[src/rtl/seq_shift_unit.sv]
// seq_shift_unit: multi-cycle 32-bit shifter, one bit position per clock.
// Drop-in multi-cycle counterpart of the combinational shift module; same
// operand / amount / type / direction encoding, plus start/busy/done handshake.
//
// Ports:
//   clk           rising-edge clock
//   rst           synchronous active-high reset
//   start         request, sampled only in IDLE
//   Input         operand, captured on the accepting edge
//   Shift_Amount  shift distance 0..31, captured on the accepting edge
//   Type          0 = logical, 1 = arithmetic
//   Direction     0 = left, 1 = right
//   Output        registered result, updated only on entry to DONE
//   busy          high in SHIFT and DONE
//   done          one-cycle pulse, high exactly in DONE
module seq_shift_unit #(
    parameter int unsigned WIDTH = 32,
    parameter int unsigned AMT_W = 5
) (
    input  logic             clk,
    input  logic             rst,
    input  logic             start,
    input  logic [WIDTH-1:0] Input,
    input  logic [AMT_W-1:0] Shift_Amount,
    input  logic             Type,
    input  logic             Direction,
    output logic [WIDTH-1:0] Output,
    output logic             busy,
    output logic             done
);

    typedef enum logic [1:0] {
        IDLE  = 2'd0,
        SHIFT = 2'd1,
        DONE  = 2'd2
    } state_t;

    state_t           state_q, state_d;
    logic [WIDTH-1:0] work_q, work_d;
    logic [AMT_W-1:0] cnt_q, cnt_d;
    logic             typ_q, typ_d;
    logic             dir_q, dir_d;
    logic [WIDTH-1:0] out_q, out_d;
    logic             busy_q, busy_d;
    logic             done_q, done_d;
    logic [WIDTH-1:0] shifted;

    // One-position shift of the working register; arithmetic left equals logical left.
    always_comb begin
        if (dir_q) begin
            shifted = {typ_q & work_q[WIDTH-1], work_q[WIDTH-1:1]};
        end else begin
            shifted = {work_q[WIDTH-2:0], 1'b0};
        end
    end

    // State register and datapath registers.
    always_ff @(posedge clk) begin
        if (rst) begin
            state_q <= IDLE;
            work_q  <= '0;
            cnt_q   <= '0;
            typ_q   <= 1'b0;
            dir_q   <= 1'b0;
            out_q   <= '0;
            busy_q  <= 1'b0;
            done_q  <= 1'b0;
        end else begin
            state_q <= state_d;
            work_q  <= work_d;
            cnt_q   <= cnt_d;
            typ_q   <= typ_d;
            dir_q   <= dir_d;
            out_q   <= out_d;
            busy_q  <= busy_d;
            done_q  <= done_d;
        end
    end

    // Next-state and next-datapath logic; busy/done are registered from the next state.
    always_comb begin
        state_d = state_q;
        work_d  = work_q;
        cnt_d   = cnt_q;
        typ_d   = typ_q;
        dir_d   = dir_q;
        out_d   = out_q;

        case (state_q)
            IDLE: begin
                if (start) begin
                    work_d = Input;
                    cnt_d  = Shift_Amount;
                    typ_d  = Type;
                    dir_d  = Direction;
                    if (Shift_Amount != '0) begin
                        state_d = SHIFT;
                    end else begin
                        // Zero amount: result is the operand itself.
                        state_d = DONE;
                        out_d   = Input;
                    end
                end
            end
            SHIFT: begin
                work_d = shifted;
                cnt_d  = cnt_q - AMT_W'(1);
                if (cnt_q == AMT_W'(1)) begin
                    state_d = DONE;
                    out_d   = shifted;
                end
            end
            DONE: begin
                state_d = IDLE;
            end
            default: begin
                state_d = IDLE;
            end
        endcase

        busy_d = (state_d == SHIFT) || (state_d == DONE);
        done_d = (state_d == DONE);
    end

    assign Output = out_q;
    assign busy   = busy_q;
    assign done   = done_q;

endmodule

[config.mk]
export PLATFORM = sky130hd
export DESIGN_NAME = seq_shift_unit
export DESIGN_NICKNAME = d
export VERILOG_FILES = /design/src/rtl/seq_shift_unit.sv
export SDC_FILE = /design/constraint.sdc
export NUM_CORES = 1
export LEC_CHECK = 0
export ABC_AREA = 1
export BUFFER_PORTS_ARGS = -buffer_cell sky130_fd_sc_hd__buf_2
export CORE_UTILIZATION = 55
export CTS_BUF_LIST = sky130_fd_sc_hd__clkbuf_8
export DETAILED_ROUTE_END_ITERATION = 8
export PLACE_DENSITY = 0.82
export SYNTH_ARGS = -nofsm -noshare
export SYNTH_HDL_FRONTEND = slang
export SYNTH_SLANG_ARGS = --single-unit
[constraint.sdc]
create_clock -name clk -period 2 [get_ports clk]
set_input_delay 0.3 -clock clk [delete_from_list [all_inputs] [get_ports clk]]
set_output_delay 0.3 -clock clk [all_outputs]
set_load 0.01 [all_outputs]
==> metrics.txt <==
# TYPE chip_impl_metric gauge
chip_impl_metric{name="final.period_utilization",unit="%"} 87.9
chip_impl_metric{name="max_freq",unit="GHz"} 0.569
chip_impl_metric{name="final-setup-viol-count",unit=""} 0
chip_impl_metric{name="drtPass1Iterations",unit=""} 5
chip_impl_metric{name="numCtsBuffers",unit=""} 9
chip_impl_info{name="cp_cell_sequence",value="inv_1 > ha_1 > inv_1 > nor2_1 > nand3_4 > nand2_4 > nand2_4 > nor2_1 > nor2_1"} 1
chip_impl_metric{name="flop_and_latch_count_out_of_synthesis",unit=""} 75
chip_impl_metric{name="yosys.cell_types.count",unit=""} 20
chip_impl_metric{name="grt_use_total",unit="%"} 28.3
chip_impl_metric{name="placer_congestion",unit=""} 0.856
chip_impl_metric{name="syn-cell-area",unit="sq um"} 3860
chip_impl_metric{name="drt_drc_violations_left",unit=""} 0
chip_impl_metric{name="post_route_cells_drive_above_1_share",unit="%"} 16.7
chip_impl_info{name="hp-class",value="in2reg"} 1
chip_impl_metric{name="floorplan.initialDensity",unit="%"} 56.8
chip_impl_metric{name="ir_worst_vdd",unit="V"} 0.000475
chip_impl_info{name="startpoint_type",value="register"} 1
chip_impl_metric{name="synth_sequential_area_ratio",unit="%"} 38.9
chip_impl_metric{name="core_area",unit="sq um"} 6790
chip_impl_metric{name="post_cts_resize_count",unit=""} 0
chip_impl_metric{name="post-route-cell-area",unit="sq um"} 4540
chip_impl_metric{name="totalPowerFinal",unit="mW"} 4.02
chip_impl_metric{name="cts.repair_timing.setup_buffer_count",unit=""} 0
chip_impl_info{name="critPathSlowestCell",value="sky130_fd_sc_hd__dfxtp_1"} 1
chip_impl_info{name="yosys-top-cells-area",value="sky130_fd_sc_hd__dfxtp_1 (39%), sky130_fd_sc_hd__nand2_1 (16%), sky130_fd_sc_hd__inv_1 (9.3%)"} 1
chip_impl_metric{name="post-route-util",unit="%"} 66.8
chip_impl_metric{name="first_global_vias",unit=""} 3671
chip_impl_metric{name="top_cell_type_s_share_of_synthesized_area",unit="%"} 38.9
chip_impl_metric{name="drv.max_cap_violation_count",unit=""} 0
chip_impl_metric{name="hold_violations",unit=""} 0
chip_impl_metric{name="chipWidth",unit="um"} 85.7
chip_impl_metric{name="antenna_found_initial",unit=""} 0
chip_impl_metric{name="syn_nets",unit=""} 648
chip_impl_metric{name="power.leakage",unit="nW"} 2.53
chip_impl_metric{name="total_detailed_routing_wirelength",unit="um"} 9660
chip_impl_metric{name="boundaryPins",unit=""} 76
chip_impl_info{name="outcome",value="completed"} 1
chip_impl_metric{name="fin_setup_tns",unit="ns"} 0
chip_impl_metric{name="vias",unit=""} 3908
chip_impl_metric{name="die_y",unit="um"} 85.7
chip_impl_metric{name="insertedDiodeCount",unit=""} 0
chip_impl_metric{name="finalWorstSetupSlack",unit="ns"} 0.242
chip_impl_metric{name="total_power_divided_by_cell_area",unit="nW/um^2"} 887
chip_impl_metric{name="port_buffers",unit=""} 75
chip_impl_metric{name="dp_slack",unit="ns"} 0.278
chip_impl_metric{name="whs",unit="ns"} 0.269
chip_impl_metric{name="fp-row-count",unit=""} 30
chip_impl_metric{name="critical-path-max-stage-delay",unit="ns"} 0.33
chip_impl_metric{name="grt_start_max_net_pins",unit=""} 41
chip_impl_metric{name="post-dp-hpwl",unit="um"} 6410
chip_impl_metric{name="hold_buffer_count_at_cts",unit=""} 0
chip_impl_metric{name="worst_ep_required_time",unit="ns"} 2.25
chip_impl_metric{name="average_cell_area_after_synthesis",unit="sq um"} 6.40
chip_impl_metric{name="finalCriticalPeriod",unit="ns"} 1.76
chip_impl_metric{name="ctsHtreeMaxLevel",unit=""} 3
chip_impl_metric{name="numClockSinks",unit=""} 75
chip_impl_metric{name="cts.reportedPaths.clkPinSlew",unit="ns"} 0.08
chip_impl_metric{name="drt.antenna.violating_nets",unit=""} 0
chip_impl_metric{name="post_drt_wl_per_cell",unit="um"} 12.6
chip_impl_info{name="rsz0062_at_grt",value="false"} 1
chip_impl_metric{name="insertion_delay",unit="ns"} 0.35
chip_impl_metric{name="grt_overflow",unit=""} 0
chip_impl_info{name="cts.root.buffer_cell",value="sky130_fd_sc_hd__clkbuf_8"} 1
chip_impl_metric{name="drt-initial-drc-count",unit=""} 273
chip_impl_metric{name="grt_first_pass_wirelength",unit="um"} 16500
chip_impl_metric{name="placedCellCount",unit=""} 752
chip_impl_metric{name="nets",unit=""} 712
chip_impl_metric{name="syn2layout_area_growth",unit="%"} 17.7
chip_impl_metric{name="timing.max_slew.rel_slack",unit="%"} 60.5
chip_impl_info{name="critical_path_most_common_cell",value="sky130_fd_sc_hd__nor2_1"} 1
chip_impl_metric{name="arrival_time_worst_endpoint",unit="ns"} 2.00
chip_impl_metric{name="synth-warning-count",unit=""} 0
chip_impl_metric{name="design.die.area",unit="sq um"} 7350
chip_impl_info{name="tritoncts_clock_tree",value="built"} 1
chip_impl_info{name="cp-end-kind",value="register"} 1
chip_impl_metric{name="filler_cell_count",unit=""} 627
chip_impl_metric{name="tightestPinTransition",unit="ns"} 0.591
chip_impl_metric{name="clk_path_buf_depth",unit=""} 2
chip_impl_metric{name="report.final.slew_viol_count",unit=""} 0
chip_impl_metric{name="placed_cell_area",unit="sq um"} 4300
chip_impl_metric{name="critical_path_peak_fanout",unit=""} 25
chip_impl_info{name="synthDominantAreaCellType",value="sky130_fd_sc_hd__dfxtp_1"} 1
chip_impl_metric{name="finalNonFillerCells",unit=""} 768
chip_impl_metric{name="vias_per_cell",unit=""} 5.09
chip_impl_metric{name="synthesis.instances",unit=""} 603
chip_impl_info{name="setup.worst_path.class",value="reg2reg"} 1
chip_impl_metric{name="worst_clock_skew",unit="ns"} 0.0123
-- cells in the mapped netlist --
master	instances
sky130_fd_sc_hd__nand2_1	162
sky130_fd_sc_hd__inv_1	96
sky130_fd_sc_hd__nor2_1	82
sky130_fd_sc_hd__dfxtp_1	75
sky130_fd_sc_hd__nand3_1	46
sky130_fd_sc_hd__o21ai_0	34
sky130_fd_sc_hd__o211ai_1	29
sky130_fd_sc_hd__a21oi_1	24
sky130_fd_sc_hd__buf_2	16
sky130_fd_sc_hd__clkbuf_1	14
sky130_fd_sc_hd__o21a_1	8
sky130_fd_sc_hd__ha_1	3
sky130_fd_sc_hd__inv_2	3
sky130_fd_sc_hd__buf_1	2
sky130_fd_sc_hd__buf_6	2
sky130_fd_sc_hd__nand2_2	2
sky130_fd_sc_hd__nand2_4	2
sky130_fd_sc_hd__nand3_4	1
sky130_fd_sc_hd__nor2_4	1
sky130_fd_sc_hd__o21ai_1	1
-- cell usage in the layout (no fill, tap or decap), drive strengths merged --
cell type / Yosys / layout
clkbuf: 14 / 10
o21ai: 35 / 35
ha: 3 / 3
clkinv: 0 / 2
bufinv: 0 / 3
nand2: 166 / 166
nor2: 83 / 83
buf: 20 / 87
dfxtp: 75 / 75
inv: 99 / 100
a21oi: 24 / 24
o21a: 8 / 8
o211ai: 29 / 29
nand3: 47 / 47
-- path summary, 6_finish.rpt --
path,endpoint,start,cells past startpoint,slack (ns)
setup / recovery,Output[14],cnt_q[1],9,0.24
hold / removal,typ_q,Type,3,0.27
setup reg to reg,Output[14],cnt_q[1],9,0.24
hold reg to reg,Output[15],Output[15],2,0.48
-- power by group --
| group | switching (mW) | internal [mW] |
|---|---|---|
| Combinational | 0.570 | 0.306 |
| Sequential | 0.0852 | 1.63 |
| Clock | 0.574 | 0.855 |
-- layer usage --
layer | up-vias | global-route usage (%) | wire [um]
met5 | - | 0 | 0
met4 | 0 | 13.0 | 183
met3 | 17 | 3.66 | 561
met2 | 137 | 48.0 | 4600
met1 | 1744 | 35.9 | 4320
li1 | 2010 | - | -
-- kinds of logic (layout without fill, tap and decap cells) --
logic type	Yosys count	count (layout)	share of synthesized area, %
AND/OR/NAND/NOR	296	296	31.4
adder cells (fa/ha/maj)	3	3	0.973
flip-flops	75	75	38.9
AO/OA/AOI/OAI	96	96	14.9
buffers and inverters	133	202	13.9
-- sequential cells by signal, indices dropped and copies added (netlist names) --
name and count:
busy 1, typ_q 1, done 1, Output 32, dir_q 1, work_q 32, cnt_q 5, state_q 2
-- critical path: cells and delay by family (launching register included) --
family	cells	cell delay, ns
adders and majority gates	1	0.15
and+or+nand+nor	6	1.03
buffers and inverters	2	0.13
DFF	1	0.33
-- layout make-up --
class                           instances  area (sq um)  share of cell area [%]
Clock inverter                          6           104                    2.29
Inverter                               99           372                    8.19
Clock buffer                           10           138                    3.03
Tap cell                               96           120                    2.65
Sequential cell                        75          1500                    33.1
Multi-Input combinational cell        395          1820                    40.2
Timing Repair Buffer                   87           478                    10.5
(Power assumes the default switching activity.)
